## src/rtl/fifo_arb_pkg.sv

```systemverilog
// rtl/fifo_arb_pkg.sv - shared state encoding and width helper for the FIFO write arbiter
package fifo_arb_pkg;

    typedef enum logic {
        ST_IDLE   = 1'b0,
        ST_ACTIVE = 1'b1
    } arb_state_t;

    // Index width that stays at least one bit wide for tiny counts
    function automatic int clog2_min1(input int value);
        return (value <= 2) ? 1 : $clog2(value);
    endfunction

endpackage

```

## src/rtl/fifo_rr_select.sv

```systemverilog
// rtl/fifo_rr_select.sv - circular first-set search starting just above a pointer
module fifo_rr_select
    import fifo_arb_pkg::*;
#(
    parameter int C_NUM_PORTS = 4,
    localparam int C_PTR_W    = clog2_min1(C_NUM_PORTS)
) (
    input  logic [C_NUM_PORTS-1:0] i_req,
    input  logic [C_PTR_W-1:0]     i_ptr,
    output logic [C_NUM_PORTS-1:0] o_winner,
    output logic                   o_found
);

    logic [C_NUM_PORTS-1:0] w_winner;
    logic                   w_found;
    logic [C_PTR_W-1:0]     w_idx;

    // The pointer itself is visited last, so the previous owner only wins when alone
    always_comb begin
        w_winner = '0;
        w_found  = 1'b0;
        w_idx    = '0;
        for (int off = 1; off <= C_NUM_PORTS; off++) begin
            w_idx = C_PTR_W'((int'(i_ptr) + off) % C_NUM_PORTS);
            if (!w_found && i_req[w_idx]) begin
                w_winner[w_idx] = 1'b1;
                w_found         = 1'b1;
            end
        end
    end

    assign o_winner = w_winner;
    assign o_found  = w_found;

endmodule

```

## src/rtl/fifo_write_arbiter.sv

```systemverilog
// rtl/fifo_write_arbiter.sv - round-robin burst arbiter sharing one FIFO write port
module fifo_write_arbiter
    import fifo_arb_pkg::*;
#(
    parameter int C_NUM_PORTS  = 4,
    parameter int C_DATA_WIDTH = 32,
    parameter int C_MAX_BURST  = 4
) (
    input  logic                              aclk,
    input  logic                              aresetn,
    input  logic [C_NUM_PORTS-1:0]            s_valid,
    input  logic [C_NUM_PORTS-1:0]            s_last,
    input  logic [C_NUM_PORTS*C_DATA_WIDTH-1:0] s_data,
    output logic [C_NUM_PORTS-1:0]            s_ready,
    output logic                              m_valid,
    output logic [C_DATA_WIDTH-1:0]           m_data,
    output logic                              m_last,
    input  logic                              m_ready,
    output logic [C_NUM_PORTS-1:0]            grant,
    output logic                              busy
);

    localparam int C_PTR_W = clog2_min1(C_NUM_PORTS);
    localparam int C_CNT_W = $clog2(C_MAX_BURST + 1);
    localparam logic [C_CNT_W-1:0] C_LAST_CNT = C_CNT_W'(C_MAX_BURST - 1);
    localparam logic [C_PTR_W-1:0] C_PTR_RST  = C_PTR_W'(C_NUM_PORTS - 1);

    arb_state_t             r_state, w_state_nxt;
    logic [C_NUM_PORTS-1:0] r_grant, w_grant_nxt;
    logic [C_PTR_W-1:0]     r_rr_ptr, w_rr_ptr_nxt;
    logic [C_CNT_W-1:0]     r_beat_cnt, w_beat_cnt_nxt;

    logic [C_NUM_PORTS-1:0]  w_win_onehot;
    logic                    w_win_found;
    logic [C_PTR_W-1:0]      w_win_idx;
    logic [C_DATA_WIDTH-1:0] w_data_arr [C_NUM_PORTS];
    logic                    w_active;
    logic                    w_handshake;
    logic                    w_burst_end;

    for (genvar i = 0; i < C_NUM_PORTS; i++) begin : g_data_split
        assign w_data_arr[i] = s_data[i*C_DATA_WIDTH +: C_DATA_WIDTH];
    end

    // r_rr_ptr doubles as the granted index while ACTIVE, so one search serves both cases
    fifo_rr_select #(
        .C_NUM_PORTS(C_NUM_PORTS)
    ) u_rr_select (
        .i_req    (s_valid),
        .i_ptr    (r_rr_ptr),
        .o_winner (w_win_onehot),
        .o_found  (w_win_found)
    );

    always_comb begin
        w_win_idx = '0;
        for (int i = 0; i < C_NUM_PORTS; i++) begin
            if (w_win_onehot[i]) begin
                w_win_idx = C_PTR_W'(i);
            end
        end
    end

    always_ff @(posedge aclk or negedge aresetn) begin
        if (!aresetn) begin
            r_state    <= ST_IDLE;
            r_grant    <= '0;
            r_rr_ptr   <= C_PTR_RST;
            r_beat_cnt <= '0;
        end else begin
            r_state    <= w_state_nxt;
            r_grant    <= w_grant_nxt;
            r_rr_ptr   <= w_rr_ptr_nxt;
            r_beat_cnt <= w_beat_cnt_nxt;
        end
    end

    always_comb begin
        w_state_nxt    = r_state;
        w_grant_nxt    = r_grant;
        w_rr_ptr_nxt   = r_rr_ptr;
        w_beat_cnt_nxt = r_beat_cnt;
        case (r_state)
            ST_IDLE: begin
                if (w_win_found) begin
                    w_state_nxt    = ST_ACTIVE;
                    w_grant_nxt    = w_win_onehot;
                    w_rr_ptr_nxt   = w_win_idx;
                    w_beat_cnt_nxt = '0;
                end
            end
            ST_ACTIVE: begin
                if (w_burst_end) begin
                    w_beat_cnt_nxt = '0;
                    if (w_win_found) begin
                        w_grant_nxt  = w_win_onehot;
                        w_rr_ptr_nxt = w_win_idx;
                    end else begin
                        w_state_nxt = ST_IDLE;
                        w_grant_nxt = '0;
                    end
                end else if (w_handshake) begin
                    w_beat_cnt_nxt = r_beat_cnt + 1'b1;
                end
            end
            default: begin
                w_state_nxt = ST_IDLE;
                w_grant_nxt = '0;
            end
        endcase
    end

    always_comb begin
        w_active    = (r_state == ST_ACTIVE);
        m_valid     = w_active && s_valid[r_rr_ptr];
        m_last      = w_active && s_last[r_rr_ptr];
        m_data      = w_data_arr[r_rr_ptr];
        s_ready     = r_grant & {C_NUM_PORTS{m_ready}};
        grant       = r_grant;
        busy        = w_active;
        w_handshake = m_valid && m_ready;
        w_burst_end = w_handshake && (s_last[r_rr_ptr] || (r_beat_cnt == C_LAST_CNT));
    end

endmodule

```

## config.mk

```make
export PLATFORM = sky130hd
export DESIGN_NAME = fifo_write_arbiter
export DESIGN_NICKNAME = d
export VERILOG_FILES = /design/src/rtl/fifo_arb_pkg.sv /design/src/rtl/fifo_rr_select.sv /design/src/rtl/fifo_write_arbiter.sv
export SDC_FILE = /design/constraint.sdc
export NUM_CORES = 1
export LEC_CHECK = 0
export ABC_AREA = 0
export CAP_MARGIN = 25
export CORE_ASPECT_RATIO = 2
export CORE_UTILIZATION = 29
export CTS_CLUSTER_DIAMETER = 120
export DETAILED_ROUTE_END_ITERATION = 8
export PLACE_DENSITY_LB_ADDON = 0.08
export SYNTH_ARGS = -nofsm -noshare
export SYNTH_HDL_FRONTEND = slang
export SYNTH_SLANG_ARGS = --single-unit
```

## constraint.sdc

```tcl
create_clock -name aclk -period 4 [get_ports aclk]
set_input_delay 0.6 -clock aclk [delete_from_list [all_inputs] [get_ports aclk]]
set_output_delay 0.6 -clock aclk [all_outputs]
set_load 0.02 [all_outputs]
```

==> impl_metrics.xml, run 1 <==
<?xml version="1.0" encoding="UTF-8"?>
<metrics>
  <group name="floorplan">
    <metric name="die_area" unit="µm²">6260</metric>
    <metric name="pin_count" unit="">182</metric>
    <metric name="floorplan.initialDensity" unit="%">30.1</metric>
    <metric name="num_rows" unit="">39</metric>
    <metric name="die-width" unit="µm">56.4</metric>
    <metric name="dieHeight" unit="µm">111</metric>
    <metric name="coreArea" unit="µm²">5710</metric>
  </group>
  <group name="layout">
    <metric name="finalNonFillerCells" unit="">376</metric>
    <metric name="drive_gt1_share" unit="%">16.8</metric>
    <metric name="layout.filler_cells" unit="">448</metric>
    <metric name="mostFrequentLayoutCell" unit="">clkdlybuf4s50_1</metric>
    <metric name="top_library_cells_by_usage_in_the_layout_fill_and_taps_aside" unit="">181 x clkdlybuf4s50_1, 37 x mux4_2, 13 x nand2_1</metric>
    <metric name="design.final.nets" unit="">465</metric>
    <metric name="area_growth_syn_to_layout" unit="%">113</metric>
    <metric name="diodes_inserted" unit="">0</metric>
  </group>
  <group name="clocking">
    <metric name="cts_setup_buffers" unit="">0</metric>
    <metric name="cts_buffer_count" unit="">3</metric>
    <metric name="cts_repair_resize_count" unit="">0</metric>
    <metric name="h_tree_level_count" unit="">1</metric>
    <metric name="cts_num_sinks" unit="">10</metric>
    <metric name="cts_root_buffer" unit="">clkbuf_16</metric>
    <metric name="hold_fix_buffers_at_cts" unit="">0</metric>
    <metric name="tritoncts" unit="">built</metric>
    <metric name="cts_max_path_bufs" unit="">2</metric>
    <metric name="clock_latency" unit="ns">0.24</metric>
    <metric name="clk_transition_reported_paths" unit="ns">0.04</metric>
  </group>
  <group name="worst_hold_path">
    <metric name="path_category_of_the_worst_min_delay_check" unit="">reg -&gt; reg</metric>
    <metric name="hold_start" unit="">r_beat_cnt[2]</metric>
  </group>
  <group name="logic_synthesis">
    <metric name="post_synth_num_cell_types" unit="">32</metric>
    <metric name="yosysSeqAreaShare" unit="%">14.7</metric>
    <metric name="combinational_family_with_the_most_area_after_synthesis" unit="">multiplexers</metric>
    <metric name="synth_area" unit="µm²">1720</metric>
    <metric name="synth-xor-area-share" unit="%">0</metric>
    <metric name="synth.yosys.warnings" unit="">0</metric>
    <metric name="postSynthCellCount" unit="">137</metric>
    <metric name="synth_adder_area_share" unit="%">7.28</metric>
    <metric name="synth.area.mux_share" unit="%">52.8</metric>
    <metric name="synth.ff_latch_count" unit="">10</metric>
    <metric name="synth_compound_area_share" unit="%">9.39</metric>
    <metric name="synth_simple_gate_area_share" unit="%">11.6</metric>
    <metric name="synth.net_count" unit="">286</metric>
    <metric name="synth_area_per_inst" unit="µm²">12.5</metric>
  </group>
  <group name="pwr">
    <metric name="static-leakage-power" unit="µW">0.00139</metric>
    <metric name="total_power" unit="µW">2250</metric>
    <metric name="power.ir.vdd_worst" unit="mV">0.672</metric>
    <metric name="pwr_density_cell" unit="nW/µm²">613</metric>
  </group>
  <group name="sta">
    <metric name="period_minus_slack" unit="ns">2.98</metric>
    <metric name="timing.final.setup_violations" unit="">0</metric>
    <metric name="fin_skew" unit="ns">0.00412</metric>
    <metric name="max-slew-margin-rel" unit="%">58.6</metric>
    <metric name="final_critical_path_setup_slack" unit="ns">1.02</metric>
    <metric name="timing_worst_slew_pin_value" unit="ns">0.620</metric>
    <metric name="fmax" unit="MHz">335</metric>
    <metric name="final.setup.tns" unit="ns">0</metric>
    <metric name="maxSlewViolCount" unit="">0</metric>
    <metric name="grt_setup_unrepaired" unit="">no</metric>
    <metric name="finalCritPeriodShare" unit="%">74.6</metric>
    <metric name="hold_viol_final" unit="">0</metric>
  </group>
  <group name="worst_setup_path">
    <metric name="worst-endpoint-required" unit="ns">3.40</metric>
    <metric name="cp_data_arrival_time" unit="ns">2.38</metric>
    <metric name="startpoint" unit="">r_rr_ptr[0]</metric>
    <metric name="criticalPathCategory" unit="">reg -&gt; out</metric>
    <metric name="reg2reg_from" unit="">r_rr_ptr[0]</metric>
    <metric name="start_kind" unit="">flip-flop</metric>
    <metric name="critPathCaptureType" unit="">output port</metric>
    <metric name="critical_path.max_fanout" unit="">50</metric>
  </group>
  <group name="routing">
    <metric name="via_total_after_detailed_routing" unit="">2014</metric>
    <metric name="first_pass_iters" unit="">4</metric>
    <metric name="final_antenna_net_count" unit="">0</metric>
    <metric name="drc_errors" unit="">0</metric>
    <metric name="drt_first_iter_violations" unit="">69</metric>
    <metric name="route.detailed.vias_per_inst" unit="">5.36</metric>
    <metric name="drt-total-wl" unit="mm">7.16</metric>
    <metric name="wl_per_cell" unit="µm">19.0</metric>
  </group>
  <group name="place">
    <metric name="post-place-cells" unit="">372</metric>
    <metric name="dpl_worst_slack" unit="ns">1.04</metric>
    <metric name="gp_congestion" unit="">0.865</metric>
    <metric name="numPortBuffers" unit="">181</metric>
    <metric name="place.detailed.hpwl" unit="mm">5.99</metric>
  </group>
  <group name="global_routing">
    <metric name="gr-total-overflow" unit="">0</metric>
    <metric name="vias_in_the_first_global_route" unit="">1945</metric>
    <metric name="initial_antenna_violation_count" unit="">0</metric>
    <metric name="grt_start_max_net_pins" unit="">51</metric>
    <metric name="wire_length_of_the_first_global_routing_pass" unit="mm">10.9</metric>
    <metric name="grt.total_usage" unit="%">22.6</metric>
  </group>
  <group name="outcome">
    <metric name="run_status" unit="">complete, no violations</metric>
  </group>
  <group name="run">
    <metric name="cap_viol_max_count" unit="">0</metric>
  </group>
</metrics>
cells in the mapped netlist:
master,instances,area [µm²]
mux2i_1,4,40.0
o22ai_1,5,31.3
a211oi_1,2,15.0
o21bai_1,1,7.51
nor4_1,1,6.26
a22oi_2,1,12.5
o21ai_2,2,17.5
nand3_1,1,5.00
nand2_1,13,48.8
nand2b_1,4,25.0
dfstp_2,2,52.6
buf_2,5,25.0
a21oi_1,3,15.0
inv_1,4,15.0
mux4_2,37,833
o22a_1,1,8.76
clkbuf_1,3,11.3
or2_2,1,6.26
and2_1,6,37.5
buf_6,2,22.5
dfrtp_1,8,200
o21ai_0,3,15.0
nor2_1,4,15.0
nor4b_4,1,23.8
o21ai_1,1,5.00
ha_1,10,125
a221o_1,1,10.0
a21o_1,1,7.51
nor2b_1,5,31.3
mux2_2,3,33.8
a221oi_1,1,8.76
o21a_1,1,7.51
cell type report:
type / count / area, µm² / share of cell area [%]
multi-input cells: 113 / 1390 / 38.0
flip-flops and latches: 10 / 253 / 6.90
clock buffers: 4 / 78.8 / 2.15
well taps: 61 / 76.3 / 2.08
inverters: 4 / 15.0 / 0.410
repair buffers: 184 / 1850 / 50.4
registers in the layout, summed over array words and instances, names as in the netlist:
register and flops:
grant 4, r_beat_cnt 3, r_rr_ptr 2, busy 1
critical path: stages (launching register included):
cell and delay (ns):
dfstp_2 0.54, buf_12 0.31, mux4_2 0.57, and2_1 0.17, clkdlybuf4s50_1 0.53
path summary, 6_finish.rpt:
kind	to	slack [ns]	cells past startpoint
worst max register to register	r_rr_ptr[0]	1.41	7
worst min-delay path	r_beat_cnt[2]	0.49	2
max in group asynchronous	r_rr_ptr[0]	2.96	1
min in group asynchronous	grant[0]	0.69	1
worst max-delay path	m_last	1.02	4
worst min register to register	r_beat_cnt[2]	0.49	2
power by group:
part | internal (µW) | switching, µW | total, µW | leakage (µW)
logic | 1010 | 872 | 1880 | 0.00123
clock network | 134 | 46.9 | 180 | 0.0000382
registers | 153 | 32.1 | 185 | 0.000115
layer usage:
| metal | track usage (%) | share of wire, % | vias up |
|---|---|---|---|
| met5 | 0 | 0 | - |
| met3 | 5.13 | 7.8 | 11 |
| met1 | 23.2 | 34 | 972 |
| met4 | 6.67 | 1.8 | 0 |
| li1 | - | - | 916 |
| met2 | 43.5 | 57 | 115 |
through the flow:
| step | hold slack, ns | instance area, µm² | util, % |
|---|---|---|---|
| 3_3_place_gp | 0.466 | 3580 | 62.8 |
| 3_5_place_dp | 0.488 | 3580 | 62.8 |
| 4_1_cts | 0.497 | 3660 | 64.1 |
| 6_report | 0.488 | 3660 | 64.1 |
| 2_1_floorplan | 0.304 | 1720 | - |
| 5_1_grt | 0.544 | 3660 | 64.1 |
cells by family after synthesis:
logic type	Yosys count
mux	44
simple gates	36
fa+ha+maj	10
buf+inv	14
flops	10
compound gates	23
Power figures use the tool's default switching activity.
==> run 2: changes to the inputs <==
--- a/config.mk
+++ b/config.mk
@@ -8,7 +8,7 @@
 export ABC_AREA = 0
 export CAP_MARGIN = 25
 export CORE_ASPECT_RATIO = 2
-export CORE_UTILIZATION = 29
+export CORE_UTILIZATION = 26
 export CTS_CLUSTER_DIAMETER = 120
 export DETAILED_ROUTE_END_ITERATION = 8
 export PLACE_DENSITY_LB_ADDON = 0.08
==> constraint.sdc (replaced) <==
create_clock -name aclk -period 2.6 [get_ports aclk]
set_input_delay 0.39 -clock aclk [delete_from_list [all_inputs] [get_ports aclk]]
set_output_delay 0.39 -clock aclk [all_outputs]
set_load 0.02 [all_outputs]
==> run 2 against run 1 <==
  * Cell count is 9.0% higher
  * Clock power is 53% higher
  * Highest routed layer unchanged
  * Critical path type is now in -> out
  * Clock-buffer cell count stayed put
  * First-iteration DRC count is 7.2% lower
  * Sequential cell count stayed put
  * Final area is 3.6% higher
==> impl_metrics.xml, run 2 (synthesis results as in run 1) <==
<?xml version="1.0" encoding="UTF-8"?>
<metrics>
  <group name="outcome">
    <metric name="run_status" unit="">complete, no violations</metric>
  </group>
  <group name="layout">
    <metric name="area_growth_syn_to_layout" unit="%">121</metric>
    <metric name="design.final.nets" unit="">474</metric>
    <metric name="sequential_cell_area" unit="µm²">253</metric>
    <metric name="largest_register_ffs" unit="">4</metric>
    <metric name="diodes_inserted" unit="">0</metric>
    <metric name="mostFrequentLayoutCell" unit="">clkdlybuf4s50_1</metric>
    <metric name="multiInputGateArea" unit="µm²">1410</metric>
    <metric name="layout.filler_cells" unit="">583</metric>
    <metric name="top_library_cells_by_usage_in_the_layout_fill_and_taps_aside" unit="">162 x clkdlybuf4s50_1, 37 x mux4_2, 13 x nand2_1, 13 x dlygate4sd2_1, 9 x ha_1</metric>
    <metric name="drive_gt1_share" unit="%">19.4</metric>
  </group>
  <group name="routing">
    <metric name="drc_errors" unit="">0</metric>
    <metric name="final_antenna_net_count" unit="">0</metric>
    <metric name="wl_per_cell" unit="µm">18.5</metric>
    <metric name="drt_first_iter_violations" unit="">64</metric>
    <metric name="first_pass_iters" unit="">4</metric>
    <metric name="route.detailed.vias_per_inst" unit="">5.02</metric>
    <metric name="drt-total-wl" unit="mm">7.57</metric>
    <metric name="via_total_after_detailed_routing" unit="">2058</metric>
  </group>
  <group name="worst_setup_path">
    <metric name="worst-endpoint-required" unit="ns">2.21</metric>
    <metric name="crit_chain" unit="">clkdlybuf4s50_1 &gt; mux4_2 &gt; and2_1 &gt; clkdlybuf4s50_1</metric>
    <metric name="worst-r2r-cell-count" unit="">8</metric>
    <metric name="path_common_cell" unit="">clkdlybuf4s50_1</metric>
    <metric name="worst-r2r-setup-slack" unit="ns">0.19</metric>
    <metric name="cp.buffers_inverters" unit="">2</metric>
    <metric name="criticalPathCategory" unit="">in -&gt; out</metric>
    <metric name="critical_path.reg2reg.endpoint" unit="">r_rr_ptr[0]</metric>
    <metric name="start_kind" unit="">input port</metric>
    <metric name="cp-endpoint" unit="">m_valid</metric>
    <metric name="startpoint" unit="">s_valid[1]</metric>
    <metric name="crit_path_top_delay_cell" unit="">mux4_2</metric>
    <metric name="worstSetupPathDepth" unit="">4</metric>
    <metric name="cp_data_arrival_time" unit="ns">2.13</metric>
    <metric name="critical-path-top-delay-family" unit="">buffers and inverters</metric>
    <metric name="critical-path-max-stage-delay" unit="ns">0.55</metric>
    <metric name="reg2reg_from" unit="">r_rr_ptr[1]</metric>
    <metric name="critical_path.max_fanout" unit="">5</metric>
    <metric name="critPathCaptureType" unit="">output port</metric>
  </group>
  <group name="pwr">
    <metric name="pwr_density_cell" unit="nW/µm²">926</metric>
    <metric name="power.ir.vdd_worst" unit="mV">0.725</metric>
    <metric name="static-leakage-power" unit="µW">0.00151</metric>
    <metric name="total_power" unit="µW">3510</metric>
  </group>
  <group name="floorplan">
    <metric name="coreArea" unit="µm²">6360</metric>
    <metric name="floorplan.initialDensity" unit="%">27.0</metric>
    <metric name="num_rows" unit="">41</metric>
    <metric name="pin_count" unit="">182</metric>
    <metric name="die-width" unit="µm">59.5</metric>
    <metric name="die_area" unit="µm²">6960</metric>
    <metric name="dieHeight" unit="µm">117</metric>
  </group>
  <group name="sta">
    <metric name="period_minus_slack" unit="ns">2.52</metric>
    <metric name="hold_viol_final" unit="">0</metric>
    <metric name="finalCritPeriodShare" unit="%">97.1</metric>
    <metric name="max-slew-margin-rel" unit="%">67.4</metric>
    <metric name="timing_worst_slew_pin_value" unit="ns">0.484</metric>
    <metric name="maxSlewViolCount" unit="">0</metric>
    <metric name="timing.final.setup_violations" unit="">0</metric>
    <metric name="fmax" unit="MHz">396</metric>
    <metric name="grt_setup_unrepaired" unit="">no</metric>
    <metric name="fin_skew" unit="ns">0.00267</metric>
    <metric name="final.setup.tns" unit="ns">0</metric>
  </group>
  <group name="clocking">
    <metric name="cts_setup_buffers" unit="">0</metric>
    <metric name="cts_num_sinks" unit="">10</metric>
    <metric name="hold_fix_buffers_at_cts" unit="">0</metric>
    <metric name="cts_repair_resize_count" unit="">13</metric>
    <metric name="clock_latency" unit="ns">0.23</metric>
    <metric name="cts_buffer_count" unit="">3</metric>
    <metric name="h_tree_level_count" unit="">1</metric>
    <metric name="cts_root_buffer" unit="">clkbuf_16</metric>
    <metric name="tritoncts" unit="">built</metric>
    <metric name="clk_transition_reported_paths" unit="ns">0.04</metric>
    <metric name="cts_max_path_bufs" unit="">2</metric>
  </group>
  <group name="global_routing">
    <metric name="wire_length_of_the_first_global_routing_pass" unit="mm">10.9</metric>
    <metric name="initial_antenna_violation_count" unit="">0</metric>
    <metric name="grt.total_usage" unit="%">21.0</metric>
    <metric name="gr-total-overflow" unit="">0</metric>
    <metric name="grt_start_max_net_pins" unit="">32</metric>
    <metric name="vias_in_the_first_global_route" unit="">2169</metric>
  </group>
  <group name="place">
    <metric name="gp_congestion" unit="">0.919</metric>
    <metric name="place.detailed.hpwl" unit="mm">6.48</metric>
    <metric name="numPortBuffers" unit="">181</metric>
  </group>
  <group name="worst_hold_path">
    <metric name="path_category_of_the_worst_min_delay_check" unit="">in -&gt; async</metric>
  </group>
  <group name="run">
    <metric name="cap_viol_max_count" unit="">0</metric>
  </group>
</metrics>
-- run 2: cell types whose count changed in the layout (fill, tap and decap cells not counted), moves of 2 or more --
cell and change:
clkdlybuf4s50_1 -19, dlygate4sd2_1 +13, dlymetal6s2s_1 +6, buf_6 +2
buf_4 +6
-- run 2: power breakdown --
group / switching, µW / internal (µW)
logic: 1370 / 1570
clock network: 70.8 / 205
registers: 60.8 / 236
total: 1500 / 2010
-- run 2: through the flow --
stage	instance area (µm²)	setup WS [ns]	std cells	hold WS, ns	utilization (%)
after global routing	3790	0.0255	410	0.529	59.6
after global placement	3710	0.0916	406	0.465	58.3
after floorplan	1740	0.0366	137	0.0944	-
after detailed placement	3710	0.0844	406	0.478	58.3
after CTS	3770	0.00112	410	0.487	59.3
final	3790	0.0762	410	0.482	59.6
-- run 2: how the worst min path moves through the flow --
| stage | end | cells past startpoint | startpoint |
|---|---|---|---|
| floorplan | busy | 0 | aresetn |
| global placement | r_beat_cnt[2] | 2 | r_beat_cnt[2] |
| detailed placement | r_beat_cnt[1] | 2 | r_beat_cnt[1] |
| CTS | r_beat_cnt[1] | 2 | r_beat_cnt[1] |
| global route | r_beat_cnt[2] | 2 | r_beat_cnt[2] |
| finish | grant[0] | 1 | aresetn |
-- run 2: cell type report --
cell class / instances / share of cell area [%]
sequential: 10 / 6.66
multi-input combinational: 113 / 37.1
tap: 86 / 2.84
inverter: 4 / 0.396
clock buffer: 4 / 2.08
timing repair buffer: 193 / 51.0
-- run 2: routing by layer --
| metal | global-route usage [%] | vias up | wire length, µm | share of wire [%] |
|---|---|---|---|---|
| li1 | - | 937 | - | - |
| met1 | 21.1 | 989 | 2410 | 32 |
| met2 | 41.3 | 116 | 4310 | 57 |
| met3 | 2.97 | 16 | 603 | 8.0 |
| met4 | 8.37 | 0 | 242 | 3.2 |
| met5 | 0 | - | 0 | 0 |
